**src/rtl/adder_resp_capture_pkg.sv**
```systemverilog
// Shared DFT definitions for the adder response-capture block: FSM encodings and default sizing.
`ifndef ADDER_RESP_CAPTURE_PKG_SV
`define ADDER_RESP_CAPTURE_PKG_SV
package adder_resp_capture_pkg;

   localparam int DEF_N          = 16;
   localparam int DEF_SETTLE_CYC = 2;

   typedef logic [1:0] state_t;

   localparam logic [1:0] ST_IDLE   = 2'd0;
   localparam logic [1:0] ST_SETTLE = 2'd1;
   localparam logic [1:0] ST_SHIFT  = 2'd2;
   localparam logic [1:0] ST_DONE   = 2'd3;

endpackage
`endif

```
**src/rtl/resp_shift_reg.sv**
```systemverilog
// Shadow register for the captured adder response: parallel load of {cout,sum}, serial shift
// toward bit 0 with scan_in entering at the MSB.
module resp_shift_reg #(
   parameter int W = 17
) (
   input  logic         clk,
   input  logic         rst,
   input  logic         load,
   input  logic         shift,
   input  logic         scan_in,
   input  logic [W-1:0] load_data,
   output logic [W-1:0] q
);

   logic [W-1:0] shadow_q;
   logic [W-1:0] shadow_d;

   always_comb begin
      shadow_d = shadow_q;
      if (load) begin
         shadow_d = load_data;
      end else if (shift) begin
         shadow_d = {scan_in, shadow_q[W-1:1]};
      end
   end

   always_ff @(posedge clk) begin
      if (rst) begin
         shadow_q <= '0;
      end else begin
         shadow_q <= shadow_d;
      end
   end

   assign q = shadow_q;

endmodule

```
**src/rtl/adder_resp_capture.sv**
```systemverilog
// Adder response capture: pin pass-through in functional mode, and in test mode a settle/capture
// followed by an LSB-first serial unload of {cout,sum} under a valid/ready handshake.
module adder_resp_capture
   import adder_resp_capture_pkg::*;
#(
   parameter int N          = DEF_N,
   parameter int SETTLE_CYC = DEF_SETTLE_CYC
) (
   input  logic         clk,
   input  logic         rst,
   input  logic         sel,
   input  logic [N-1:0] sum,
   input  logic         cout,
   output logic [N-1:0] pin_sum,
   output logic         pin_cout,
   input  logic         cap_req,
   input  logic         scan_in,
   output logic         so,
   output logic         so_valid,
   input  logic         so_ready,
   output logic         busy,
   output logic         done
);

   localparam int               CNT_W       = $clog2(N + 2);
   localparam logic [CNT_W-1:0] BIT_LOAD    = CNT_W'(N + 1);
   localparam logic [3:0]       SETTLE_LAST = 4'(SETTLE_CYC - 1);

   state_t           state_q, state_d;
   logic [3:0]       settle_cnt_q, settle_cnt_d;
   logic [CNT_W-1:0] bit_cnt_q, bit_cnt_d;
   logic             load;
   logic             shift;
   logic [N:0]       shadow;

   // Dropping sel aborts from any state without a done pulse; rst still wins in the flops.
   always_comb begin
      state_d      = state_q;
      settle_cnt_d = settle_cnt_q;
      bit_cnt_d    = bit_cnt_q;
      load         = 1'b0;
      shift        = 1'b0;
      if (!sel) begin
         state_d      = ST_IDLE;
         settle_cnt_d = '0;
         bit_cnt_d    = '0;
      end else begin
         case (state_q)
            ST_IDLE: begin
               if (cap_req) begin
                  state_d      = ST_SETTLE;
                  settle_cnt_d = '0;
               end
            end
            ST_SETTLE: begin
               if (settle_cnt_q == SETTLE_LAST) begin
                  load         = 1'b1;
                  state_d      = ST_SHIFT;
                  settle_cnt_d = '0;
                  bit_cnt_d    = BIT_LOAD;
               end else begin
                  settle_cnt_d = settle_cnt_q + 4'd1;
               end
            end
            ST_SHIFT: begin
               if (so_ready && (bit_cnt_q != '0)) begin
                  shift     = 1'b1;
                  bit_cnt_d = bit_cnt_q - 1'b1;
                  if (bit_cnt_q == CNT_W'(1)) begin
                     state_d = ST_DONE;
                  end
               end
            end
            ST_DONE: begin
               state_d = ST_IDLE;
            end
            default: begin
               state_d = ST_IDLE;
            end
         endcase
      end
   end

   always_ff @(posedge clk) begin
      if (rst) begin
         state_q      <= ST_IDLE;
         settle_cnt_q <= '0;
         bit_cnt_q    <= '0;
      end else begin
         state_q      <= state_d;
         settle_cnt_q <= settle_cnt_d;
         bit_cnt_q    <= bit_cnt_d;
      end
   end

   resp_shift_reg #(
      .W (N + 1)
   ) u_shreg (
      .clk       (clk),
      .rst       (rst),
      .load      (load),
      .shift     (shift),
      .scan_in   (scan_in),
      .load_data ({cout, sum}),
      .q         (shadow)
   );

   // Pins depend only on sel so functional traffic is never disturbed by test-mode reset.
   assign pin_sum  = sel ? '0 : sum;
   assign pin_cout = sel ? 1'b0 : cout;

   assign so_valid = (state_q == ST_SHIFT);
   assign so       = so_valid & shadow[0];
   assign busy     = (state_q != ST_IDLE);
   assign done     = (state_q == ST_DONE);

endmodule

```
**config.mk**
```make
export PLATFORM = sky130hd
export DESIGN_NAME = adder_resp_capture
export DESIGN_NICKNAME = d
export VERILOG_FILES = /design/src/rtl/adder_resp_capture_pkg.sv /design/src/rtl/resp_shift_reg.sv /design/src/rtl/adder_resp_capture.sv
export SDC_FILE = /design/constraint.sdc
export NUM_CORES = 1
export LEC_CHECK = 0
export ABC_AREA = 1
export CAP_MARGIN = 10
export CORE_MARGIN = 3
export CORE_UTILIZATION = 35
export CTS_CLUSTER_DIAMETER = 80
export DETAILED_ROUTE_END_ITERATION = 12
export GPL_ROUTABILITY_DRIVEN = 0
export PLACE_DENSITY = 0.62
export SKIP_LAST_GASP = 1
export SYNTH_ARGS = -nofsm -noshare
export SYNTH_HDL_FRONTEND = slang
export SYNTH_SLANG_ARGS = --single-unit
```
**constraint.sdc**
```tcl
create_clock -name clk -period 1.5 [get_ports clk]
set_clock_uncertainty 0.05 [all_clocks]
set_input_delay 0.3 -clock clk [delete_from_list [all_inputs] [get_ports clk]]
set_output_delay 0.3 -clock clk [all_outputs]
set_load 0.01 [all_outputs]
```
# Word-level counts from Yosys, hierarchy flattened
# Index checks and enable logic that the tools add are counted.
[classes] add_sub_neg=2 n_eq_ne=9 muxes=21 bitwise=2 n_reduce_logical=11
[op_table] operator="17-bit 2-to-1 mux" count=2
[op_table] operator="16-bit 2-to-1 mux" count=1
[op_table] operator="5-bit 2-to-1 mux" count=2
[op_table] operator="5-bit one-hot mux with 2 select lines" count=1
[op_table] operator="2-bit 2-to-1 mux" count=4
[op_table] operator="4-bit 2-to-1 mux" count=2
[op_table] operator="2-bit one-hot mux with 4 select lines" count=1
[op_table] operator="4-bit one-hot mux with 2 select lines" count=1
[op_table] operator="2-bit nonzero test" count=4
[op_table] operator="1-bit 2-to-1 mux" count=7
[op_table] operator="5-bit by 1-bit == test with 1-bit output (second input constant)" count=1
[op_table] operator="5-bit nonzero test" count=1
[op_table] operator="5-bit by 1-bit subtractor with 5-bit output (second input constant)" count=1
[op_table] operator="4-bit by 1-bit adder with 4-bit output (second input constant)" count=1
[op_table] operator="2-bit == test (second input constant)" count=2
[op_table] operator="4-bit by 1-bit == test with 1-bit output (second input constant)" count=1
[op_table] operator="2-bit by 1-bit != test with 1-bit output (second input constant)" count=2
[op_table] operator="2-bit != test (second input constant)" count=2
[op_table] operator="4-bit AND reduction" count=1
[op_table] operator="3-bit AND reduction" count=1
[op_table] operator="2-bit by 1-bit == test with 1-bit output (second input constant)" count=1
[op_table] operator="2-bit zero test" count=1
[op_table] operator="2-bit AND reduction" count=1
[op_table] operator="2-bit OR reduction" count=1
[op_table] operator="other kinds (3)" count=3
[word_totals] register_bits=28 inputBits=23 output_inout_bits=21 word_cells=49

# Longest topological paths before layout
[depth] ltp_word=7 ltp_mapped=11 ltp_nobuf=9

# Cells and area by module
# From an unflattened synthesis, not the netlist that was laid out.
[hier_totals] hier_cells=293 hier_area_um2=1879.3
[modules_own_cells] mod="adder_resp_capture" instances=1 cells_per_inst=150 area_per_inst_um2=944.7 seq_area_each_um2=220.2
[modules_own_cells] mod="resp_shift_reg" instances=1 cells_per_inst=143 area_per_inst_um2=934.6 seq_area_each_um2=340.3

# Least setup slack after synthesis
# OpenSTA, ideal clock, no wires.
[synth_path] kind="register to register" start="register state_q[0]" end="register u_shreg.shadow_q[14] (netlist: u_shreg.q[14])" setup_time_ns=0.113 t_arrival_ns=1.413 required_ns=1.337 slack_ns=-0.075 path_stages_with_launch=12 path_buffers=2 period_less_slack_ns=1.575 cell_sequence="dfxtp_1 inv_1 ha_1 buf_2 nand2_1 inv_1 nand3_1 nand2_4 buf_6 nand3_1 nand2_1 nor2_1"
[synth_between] elab_chain_cells=4 elab_cells_between_ends=8 classes_between="2 x eq/ne; 5 x mux; 1 x reduce/logical"
[synth_lines] item="start, declared" line="adder_resp_capture.sv:29" text="state_t state_q, state_d;"
[synth_lines] item="start signal, assigned" line="adder_resp_capture.sv:90" text="state_q <= state_d;"
[synth_lines] item="2-bit == test"
[synth_lines] item="via so_valid" line="adder_resp_capture.sv:19" text="output logic so_valid,"
[synth_lines] item="1-bit 2-to-1 mux" line="adder_resp_capture.sv:48" text="case (state_q)"
[synth_lines] item="1-bit 2-to-1 mux" line="adder_resp_capture.sv:43" text="if (!sel) begin"
[synth_lines] item="2-bit nonzero test (no source line)"
[synth_lines] item="end signal, assigned" line="resp_shift_reg.sv:31" text="shadow_q <= shadow_d;"
[synth_lines] item="end, declared" line="resp_shift_reg.sv:15" text="logic [W-1:0] shadow_q;"
# The timed path passes the listed nets, and every way through them passes these cells.
# A chain may end at the register's enable or synchronous reset.

# Worst setup path in the final report
[layout_path] start="register state_q[1]" end="output so_valid"
[layout_between] elab_chain_cells=1
[layout_lines] item="2-bit == test" line="adder_resp_capture.sv:112" text="assign so_valid = (state_q == ST_SHIFT);"
[layout_lines] item="end, declared" line="adder_resp_capture.sv:19"
# Every way passes these cells.

==> out/summary.txt <==
Result of the run: finished, final reports clean
Final hold violations: 0
Largest delay share family, worst path: flip-flops
Worst skew pair latency: 280 ps
Startpoint class of the critical path: flip-flop
Routed WL: 4890 um
Register area: 568 um2
Clock Pin Slew Worst Setup and Hold Paths: 100 ps
Int Power: 1.42 mW
GRT Total Usage: 0.161
Yosys reg bits: 28
Synth Area per Inst: 6.46 um2
Worst stage delay on the critical path: 400 ps
WL met2: 2440 um
Drt drc: 0
Post-synthesis adder-cell area fraction: 0.0619
Peak VDD IR: 0.497 mV
CTS Sinks: 28
Routed length per placed instance: 11.3 um
Largest net degree at the start of global routing: 18
Htree depth: 1
Power share of the combinational group: 0.302
CTS Buffer Depth: 2
Syn nets: 314
Routed Antenna Nets: 0
Share of the synthesized area in the top cell type: 0.308
YS warnings: 0
Reg2Reg Setup Slack: 50 ps
Die H: 78.1 um
Vias in the first global route: 1867
Power Density: 696 nW/um2
Lkg Pwr: 1.28 nW
Final Cycle Share: 0.965
Diodes inserted: 0
Io pins: 44
EDFF count, synth: 0
Post-synth top cells: nor2_1, nand2_1, inv_1
Pins over their slew limit: 0
Worst slew pin tran: 252 ps
Maxcap violations: 0
Post-synth cell types: 27
GRT Residual Overflow: 0
DR vias/cell: 4.61
Pre-CTS WS: -441 ps
Detailed Route Iter0 Violations: 120
Type of the most critical hold path: flip-flop to flip-flop
Asr flop ratio synth: 0
Fmax achieved: 691 MHz
Minimum clock period: 1450 ps
Simple-Gate Fraction of Synth Area: 0.448
First-pass iteration count of the detailed router: 4
Multiplexer share of the synthesized area: 0
Most common cell in the netlist: nor2_1
Core Region: 4880 um2
PnR worst setup slack: 52.3 ps
CTS Root Cell: clkbuf_8
Worst Setup End Kind: output port
Max-slew headroom: 0.832
DP HPWL: 3430 um
Cell Rows: 25
Initial Util: 0.373
Net Sw Power: 0.562 mW
Endpoints failing setup: 0
Multi-input gate area in the final layout: 1160 um2
Flop pwr share: 0.394
Post-synthesis sequential area ratio: 0.308
Met3 wire length: 139 um
Final instance area: 2850 um2
Post-Route M1 WL: 2250 um
Crit-path max FO: 4
Synth Flop Type: dfxtp_1
Synthesized area: 1820 um2
Data required, critical path: 1150 ps
Highest metal used: met4
Synth area leaders: dfxtp_1, nor2_1, nand2_1
Crit path cell chain: ha_4 > clkdlybuf4s15_1
Slowest-stage cell, CP: dfxtp_4
Post-synthesis xor/xnor area fraction: 0.0144
Clock share of power: 0.304
Syn-to-layout area delta: 56.7%
Worst Path Arrival: 1100 ps
Largest family of logic cells by synthesized area: simple AND/OR/NAND/NOR gates
Die area: 6100 um2
PortBufs: 43
Initial antenna violation count: 0
Die width: 78.1 um
Nets: 399
Cell taking the most area after synthesis: dfxtp_1
Synth Area in Compound Gates: 0.0440
Layout cells sized above 1: 0.314
Total CTS buffers: 3
RSZ-0062 raised after global routing: true
Fillers: 482
Crit path kind: flip-flop to output port
Via Count: 1998
CTS tree: yes
First-pass GRT wire length: 8170 um
Post-place instance area: 2630 um2
Cells after Synth: 282
CP bufs+invs: 1
Sw frac: 0.283
Hold Buf Count CTS: 0
layer usage:
layer  vias up  global-route usage
li1       1054                   -
met1       899               0.198
met2        38               0.295
met3         7              0.0229
met4         0              0.0367
met5         -                   0
registers in the layout, indices dropped and copies added, names as in the netlist:
register      count
settle_cnt_q      4
u_shreg.q        17
state_q           2
bit_cnt_q         5
what timing repair did:
action / in CTS / in global routing
gates resized for setup: 65 / 52
pin swaps: 1 / 6
setup endpoints to repair: 47 / 45
cloned: 1 / 2
buffers inserted: 0 / 2
cell families after synthesis:
kind of cell,count (synthesis)
fa+ha+maj,9
buf+inv,50
simple gates,181
compound gates,11
flops,28
xor+xnor,3
through the flow:
stage	hold WS [ps]	power, mW	util	TNS (ps)	cells
after floorplan	404	1.07	-	-10.5	282
after global placement	410	1.33	0.539	-14320	424
after detailed placement	422	1.34	0.539	-14750	424
after CTS	441	1.96	0.566	-162	429
after global routing	458	2.10	0.585	-368	433
final	432	1.98	0.585	0	433
power groups by stage:
stage | clock, mW | sequential (mW) | combinational, mW
2_1_floorplan | 0 | 0.792 | 0.279
3_3_place_gp | 0 | 0.792 | 0.539
3_5_place_dp | 0 | 0.792 | 0.545
4_1_cts | 0.625 | 0.777 | 0.557
5_1_grt | 0.653 | 0.786 | 0.665
6_report | 0.603 | 0.782 | 0.599
final cells by class:
class,count,area share
multi-input cells,204,0.407
repair buffers,93,0.289
flip-flops and latches,28,0.199
inverters,37,0.0504
well taps,67,0.0294
clock buffers,3,0.0145
clock inverters,1,0.0105
cell usage in the layout (no fill, tap or decap), types with 2 or more instances in the layout:
cell / count
a21oi_1: 5
buf_4: 39
nand2_4: 2
nand3_2: 2
nand4_1: 18
clkbuf_16: 2
nand2_2: 5
nor2_2: 2
o21ai_4: 2
buf_6: 5
inv_1: 28
clkbuf_8: 3
nand2_1: 56
nand3_1: 23
dfxtp_1: 24
ha_1: 4
buf_12: 3
clkbuf_2: 8
nand3_4: 2
ha_4: 5
inv_4: 2
buf_2: 12
clkdlybuf4s50_1: 21
dfxtp_2: 3
xor2_1: 2
or2_2: 4
inv_2: 6
nor2_1: 64
worst min-delay path, delay by kind of cell, from the launching register on:
family	cells	cell delay (ps)
flip-flops	1	340
AND/OR/NAND/NOR	2	120
final timing paths:
kind | startpoint | cells past startpoint | to
setup / recovery | state_q[1] | 2 | so_valid
hold reg to reg | u_shreg.q[9] | 2 | u_shreg.q[9]
setup reg to reg | state_q[1] | 10 | u_shreg.q[12]
hold / removal | u_shreg.q[9] | 2 | u_shreg.q[9]
Power figures use the tool's default switching activity.
